File: config.mk
export PLATFORM = sky130hd
export DESIGN_NAME = fifo_rd_drain
export DESIGN_NICKNAME = d
export VERILOG_FILES = /design/src/rtl/fifo_pkg.sv /design/src/rtl/rd_skid_buf.sv /design/src/rtl/fifo_rd_drain.sv
export SDC_FILE = /design/constraint.sdc
export NUM_CORES = 1
export LEC_CHECK = 0
export CORE_MARGIN = 4
export CORE_UTILIZATION = 40
export CTS_CLUSTER_DIAMETER = 60
export DETAILED_ROUTE_END_ITERATION = 16
export PLACE_DENSITY_LB_ADDON = 0.12
export SKIP_CTS_REPAIR_TIMING = 1
export SKIP_LAST_GASP = 1
export SYNTH_ARGS = -nofsm -noshare
export SYNTH_HDL_FRONTEND = slang
export SYNTH_HIERARCHICAL = 1
export SYNTH_SLANG_ARGS = --single-unit
File: constraint.sdc
create_clock -name r_clk -period 8.8 [get_ports r_clk]
set_input_delay 1.32 -clock r_clk [delete_from_list [all_inputs] [get_ports r_clk]]
set_output_delay 1.32 -clock r_clk [all_outputs]
set_load 0.1 [all_outputs]
File: src/rtl/fifo_pkg.sv
// Shared constants, FSM encoding and helpers for the FIFO read-drain block.
package fifo_pkg;

  localparam int DATA_W_DEF = 8;
  localparam int CNT_W      = 9;

  typedef enum logic [1:0] {
    ST_IDLE  = 2'd0,
    ST_DRAIN = 2'd1,
    ST_DONE  = 2'd2
  } state_e;

  // A burst length of zero encodes a full 256-byte burst.
  function automatic logic [CNT_W-1:0] burst_target(input logic [7:0] len);
    return (len == 8'd0) ? 9'd256 : {1'b0, len};
  endfunction

endpackage

File: src/rtl/rd_skid_buf.sv
// Two-entry in-order buffer catching FIFO read data; the head entry is always slot0.
module rd_skid_buf
  import fifo_pkg::*;
#(
  parameter int DATA_W = DATA_W_DEF
) (
  input  logic              r_clk,
  input  logic              r_rst,
  input  logic              push,
  input  logic [DATA_W-1:0] push_data,
  input  logic              pop,
  output logic [1:0]        occ,
  output logic [DATA_W-1:0] head_data
);

  logic [1:0]        occ_q, occ_d;
  logic [DATA_W-1:0] slot0_q, slot0_d;
  logic [DATA_W-1:0] slot1_q, slot1_d;
  logic              push_ok, pop_ok;

  assign pop_ok  = pop && (occ_q != 2'd0);
  assign push_ok = push && ((occ_q != 2'd2) || pop_ok);

  always_comb begin
    // NOTE: every next-state value gets a default first so no path leaves it unassigned (no latch).
    occ_d   = occ_q;
    slot0_d = slot0_q;
    slot1_d = slot1_q;
    case ({push_ok, pop_ok})
      2'b10: begin
        if (occ_q == 2'd0) slot0_d = push_data;
        else               slot1_d = push_data;
        occ_d = occ_q + 2'd1;
      end
      2'b01: begin
        slot0_d = slot1_q;
        occ_d   = occ_q - 2'd1;
      end
      2'b11: begin
        if (occ_q == 2'd2) begin
          slot0_d = slot1_q;
          slot1_d = push_data;
        end else begin
          slot0_d = push_data;
        end
      end
      default: ;
    endcase
  end

  // NOTE: state updates use non-blocking assignments so every flop samples pre-edge values.
  always_ff @(posedge r_clk) begin
    if (r_rst) begin
      occ_q   <= 2'd0;
      // NOTE: data slots are reset as well, so head_data (and m_data) read 0 after reset.
      slot0_q <= '0;
      slot1_q <= '0;
    end else begin
      occ_q   <= occ_d;
      slot0_q <= slot0_d;
      slot1_q <= slot1_d;
    end
  end

  assign occ       = occ_q;
  assign head_data = slot0_q;

endmodule

File: src/rtl/fifo_rd_drain.sv
// Drains a burst of bytes from a FIFO read port onto a valid/ready stream with m_last and done.
module fifo_rd_drain
  import fifo_pkg::*;
#(
  parameter int DATA_W = DATA_W_DEF
) (
  input  logic              r_clk,
  input  logic              r_rst,
  input  logic              start,
  input  logic [7:0]        burst_len,
  input  logic              fifo_empty,
  output logic              fifo_r_en,
  input  logic [DATA_W-1:0] fifo_rdata,
  output logic              m_valid,
  input  logic              m_ready,
  output logic [DATA_W-1:0] m_data,
  output logic              m_last,
  output logic              busy,
  output logic              done
);

  state_e           state_q, state_d;
  logic [CNT_W-1:0] target_q, target_d;
  logic [CNT_W-1:0] issued_q, issued_d;
  logic [CNT_W-1:0] deliv_q, deliv_d;
  logic             inflight_q;
  logic [1:0]       occ;
  logic             pop;
  logic [2:0]       fill;

  assign pop     = m_valid && m_ready;
  assign m_valid = (occ != 2'd0);
  assign m_last  = m_valid && (deliv_q == target_q - 9'd1);
  // Entries held or landing next cycle, minus the one leaving now; reads stop when the buffer would overflow.
  assign fill    = {1'b0, occ} + {2'b00, inflight_q} - {2'b00, pop};

  always_comb begin
    state_d   = state_q;
    target_d  = target_q;
    issued_d  = issued_q;
    deliv_d   = deliv_q;
    fifo_r_en = 1'b0;
    busy      = 1'b0;
    done      = 1'b0;
    case (state_q)
      ST_IDLE: begin
        if (start) begin
          state_d  = ST_DRAIN;
          target_d = burst_target(burst_len);
          issued_d = '0;
          deliv_d  = '0;
        end
      end
      ST_DRAIN: begin
        busy      = 1'b1;
        fifo_r_en = !fifo_empty && (issued_q < target_q) && (fill < 3'd2);
        if (fifo_r_en) issued_d = issued_q + 9'd1;
        if (pop) begin
          deliv_d = deliv_q + 9'd1;
          if (m_last) state_d = ST_DONE;
        end
      end
      ST_DONE: begin
        busy    = 1'b1;
        done    = 1'b1;
        state_d = ST_IDLE;
      end
      default: state_d = ST_IDLE;
    endcase
  end

  always_ff @(posedge r_clk) begin
    if (r_rst) begin
      state_q    <= ST_IDLE;
      target_q   <= '0;
      issued_q   <= '0;
      deliv_q    <= '0;
      inflight_q <= 1'b0;
    end else begin
      state_q    <= state_d;
      target_q   <= target_d;
      issued_q   <= issued_d;
      deliv_q    <= deliv_d;
      inflight_q <= fifo_r_en;
    end
  end

  rd_skid_buf #(.DATA_W(DATA_W)) u_skid (
    .r_clk     (r_clk),
    .r_rst     (r_rst),
    .push      (inflight_q),
    .push_data (fifo_rdata),
    .pop       (pop),
    .occ       (occ),
    .head_data (m_data)
  );

endmodule
==> run_results.csv <==
group,metric,value,unit
synth,synth_cell_types,63,
clock_tree,insertion_delay,0.31,ns
critical_path,r2r_slack,5.13,ns
final_layout,final_cell_mix,"48 x dfxtp_1, 33 x clkdlybuf4s50_1, 31 x nand2_1",
critical_path,arrival,5.28,ns
power_and_ir_drop,swShare,31.4,%
synth,syn_area,2940,um2
critical_path,r2r-start,"u_skid/occ[0]$_SDFFE_PP0P_",
synth,synth_flop_cell,"dfxtp_1",
die,ios,34,
critical_path,crit_end,"fifo_r_en",
clock_tree,tritoncts,"yes",
grt,grt_antenna_before_repair,0,
final_layout,nNetsFinal,406,
final_layout,area_growth,16.2,%
grt,grt_start_max_net_pins,44,
critical_path,critPathRequiredTime,7.48,ns
clock_tree,cts-root-buf,"clkbuf_8",
critical_path,critPathTopFamily,"buffers and inverters",
die,die_h,93.7,um
routing,via_per_inst,5.27,
final_layout,diodes,0,
place,gp_congestion,0.893,
die,start_util,42.3,%
synth,ys_seq_area_share,32.7,%
run_status,status,"completed",
place,post-place-ws,2.21,ns
routing,avgRoutedWirePerCell,14.3,um
grt,overflow,0,
power_and_ir_drop,combPwrFrac,22.5,%
sta,finalSetupTns,0,ns
sta,finalCritPeriodShare,75.0,%
synth,synth_seq_cells,48,
clock_tree,clock_sinks,48,
place,hpwl,4890,um
routing,drc,0,
job,drv_cap,0,
critical_path,worstPathCellList,"clkdlybuf4s50_1 -> o21ai_0 -> inv_1 -> ha_1 -> nor2b_1 -> fa_1 -> a2111oi_2 -> nand2_1 -> a221oi_1 -> nand2_1 -> inv_1 -> clkdlybuf4s50_1",
place,port_buffers,33,
grt,grt_pass1_vias,2401,
power_and_ir_drop,power_switching,164,uW
critical_path,cp-start-kind,"input pin",
critical_path,crit_cells,12,
die,fp.dieW,93.7,um
critical_path,cp.buffers_inverters,4,
die,row_count,30,
sta,max_clock_freq,0.152,GHz
clock_tree,numCtsBuffers,5,
sta,setup_slack,2.20,ns
sta,slew-limit-headroom,34.7,%
sta,period_minus_slack,6.60,ns
synth,synth-warning-count,6,
sta,worst_slew_pin_slew,0.977,ns
sta,setup_viol,0,
routing,initialDrtViolationCount,76,
critical_path,r2r-end,"issued_q[0]$_SDFFE_PP0P_",
sta,maxSlewViolCount,0,
power_and_ir_drop,p_int,358,uW
power_and_ir_drop,power_frac_seq,44.4,%
hold_path,hold_class,"flop to flop",
power_and_ir_drop,clkPwrFrac,33.1,%
critical_path,criticalPathCategory,"input pin to primary output",
routing,detail-route-antenna-nets,0,
synth,async_flop_share,0,%
clock_tree,cts_max_level,2,
power_and_ir_drop,p_leak,1.21,nW
critical_path,crit_path_end_kind,"primary output",
synth,synthCells,344,
power_and_ir_drop,design_power_total,523,uW
routing,wirelength,6650,um
die,coreArea,6940,um2
routing,vias,2451,
synth,synth_fp_nets,382,
final_layout,fillers,667,
power_and_ir_drop,power_density,153,nW/um2
critical_path,max_stage_delay,1.13,ns
grt,grt_pass1_wl,11700,um
power_and_ir_drop,vdd_drop_max,0.0808,mV
critical_path,slowest_stage,"clkdlybuf4s50_1",
final_layout,final_common_cell,"dfxtp_1",
clock_tree,clockBufferDepth,2,
critical_path,startpoint,"m_ready",
final_layout,drive_gt1_share,7.05,%
critical_path,crit_path_max_fanout,9,
synth,synth.avg_cell_area,8.53,um2
sta,fin_worst_skew,0.0110,ns
grt,track_usage,16.4,%
sta,rsz0062_at_grt,"false",
die,fp.dieArea,8770,um2
hold_path,min_path_cells,2,
routing,drt_pass1_iterations,4,
sta,hold_viol,0,
critical_path,rr_worst_depth,11,
synth,synth_edf_count,0,
clock_tree,path_clk_slew,0.09,ns
sta,holdWs,0.480,ns
state kept, by name, summed over array words and instances (netlist names):
name / cells
deliv_q: 9
issued_q: 9
target_q: 9
u_skid/head_data: 8
u_skid/slot1_q: 8
state_q: 2
u_skid/occ: 2
inflight_q: 1
through the flow:
step | util (%) | cells | cell area (um2)
floorplan | - | 344 | 2940
global placement | 47.4 | 457 | 3290
detailed placement | 47.4 | 457 | 3290
CTS | 49.1 | 465 | 3410
global route | 49.1 | 465 | 3410
finish | 49.1 | 465 | 3410
cell families after synthesis:
| family | count (synthesis) | share of synthesized area (%) |
|---|---|---|
| multiplexers | 11 | 3.84 |
| AO/OA/AOI/OAI | 75 | 18.4 |
| buffers and inverters | 39 | 6.48 |
| AND/OR/NAND/NOR | 130 | 23.7 |
| adder cells (fa/ha/maj) | 17 | 7.50 |
| XOR/XNOR | 24 | 7.42 |
| flip-flops | 48 | 32.7 |
power by group through the flow:
stage,combinational (mW),sequential (mW),clock (mW)
6_report,0.118,0.232,0.173
3_3_place_gp,0.117,0.237,0
2_1_floorplan,0.0770,0.247,0
4_1_cts,0.118,0.232,0.177
3_5_place_dp,0.118,0.237,0
5_1_grt,0.129,0.233,0.185
how the worst min path moves through the flow:
stage,startpoint,to,slack (ns)
5_1_grt,u_skid/slot1_q[7]$_SDFFE_PP0P_,u_skid/slot1_q[7]$_SDFFE_PP0P_,0.51
3_5_place_dp,u_skid/slot1_q[5]$_SDFFE_PP0P_,u_skid/slot1_q[5]$_SDFFE_PP0P_,0.47
4_1_cts,u_skid/slot1_q[7]$_SDFFE_PP0P_,u_skid/slot1_q[7]$_SDFFE_PP0P_,0.49
6_report,u_skid/slot1_q[5]$_SDFFE_PP0P_,u_skid/slot1_q[5]$_SDFFE_PP0P_,0.48
2_1_floorplan,u_skid/slot1_q[0]$_SDFFE_PP0P_,u_skid/slot1_q[0]$_SDFFE_PP0P_,0.45
3_3_place_gp,u_skid/slot1_q[1]$_SDFFE_PP0P_,u_skid/slot1_q[1]$_SDFFE_PP0P_,0.46
area by class of cell:
cell class / instances / area [um2] / share of cell area [%]
inverters: 21 / 78.8 / 2.31
clock buffers: 6 / 82.6 / 2.42
well taps: 96 / 120 / 3.52
clock inverters: 2 / 38.8 / 1.14
multi-input cells: 257 / 1780 / 52.3
repair buffers: 35 / 345 / 10.1
flip-flops and latches: 48 / 961 / 28.2
worst register-to-register path, cell delays in order (launching register included):
cell and delay (ns):
dfxtp_1 0.43, o21ai_0 0.48, inv_1 0.27, ha_1 0.33
nor2b_1 0.15, fa_1 0.44, a2111oi_2 0.33, nand2_1 0.12
a221o_1 0.37, a21oi_1 0.29, nor2_1 0.10, mux2_2 0.27
synthesized netlist by cell type, types with 3 or more instances:
cell type,number,area [um2]
nand4_1,6,37.5
a221oi_1,3,26.3
and3_1,5,31.3
a211oi_1,3,22.5
clkbuf_1,7,26.3
o21ai_1,4,20.0
a21oi_1,21,105
nand3b_1,9,67.6
nor3_1,15,75.1
dfxtp_1,48,961
buf_2,3,15.0
nand2b_1,17,106
mux2i_1,9,90.1
xor2_1,11,96.3
nor2_1,25,93.8
xnor2_1,12,105
ha_1,16,200
nand3_1,4,20.0
o21ai_0,13,65.1
nor2b_1,3,18.8
and2_1,4,25.0
inv_1,20,75.1
nand2_1,31,116
a311oi_1,7,61.3
metal layers:
layer | vias up | global-route usage (%) | routed length (um)
li1 | 1258 | - | -
met1 | 1145 | 22.7 | 3350
met2 | 38 | 25.6 | 2970
met3 | 10 | 3.37 | 232
met4 | 0 | 5.17 | 93
met5 | - | 0 | 0
(Power assumes the default switching activity.)
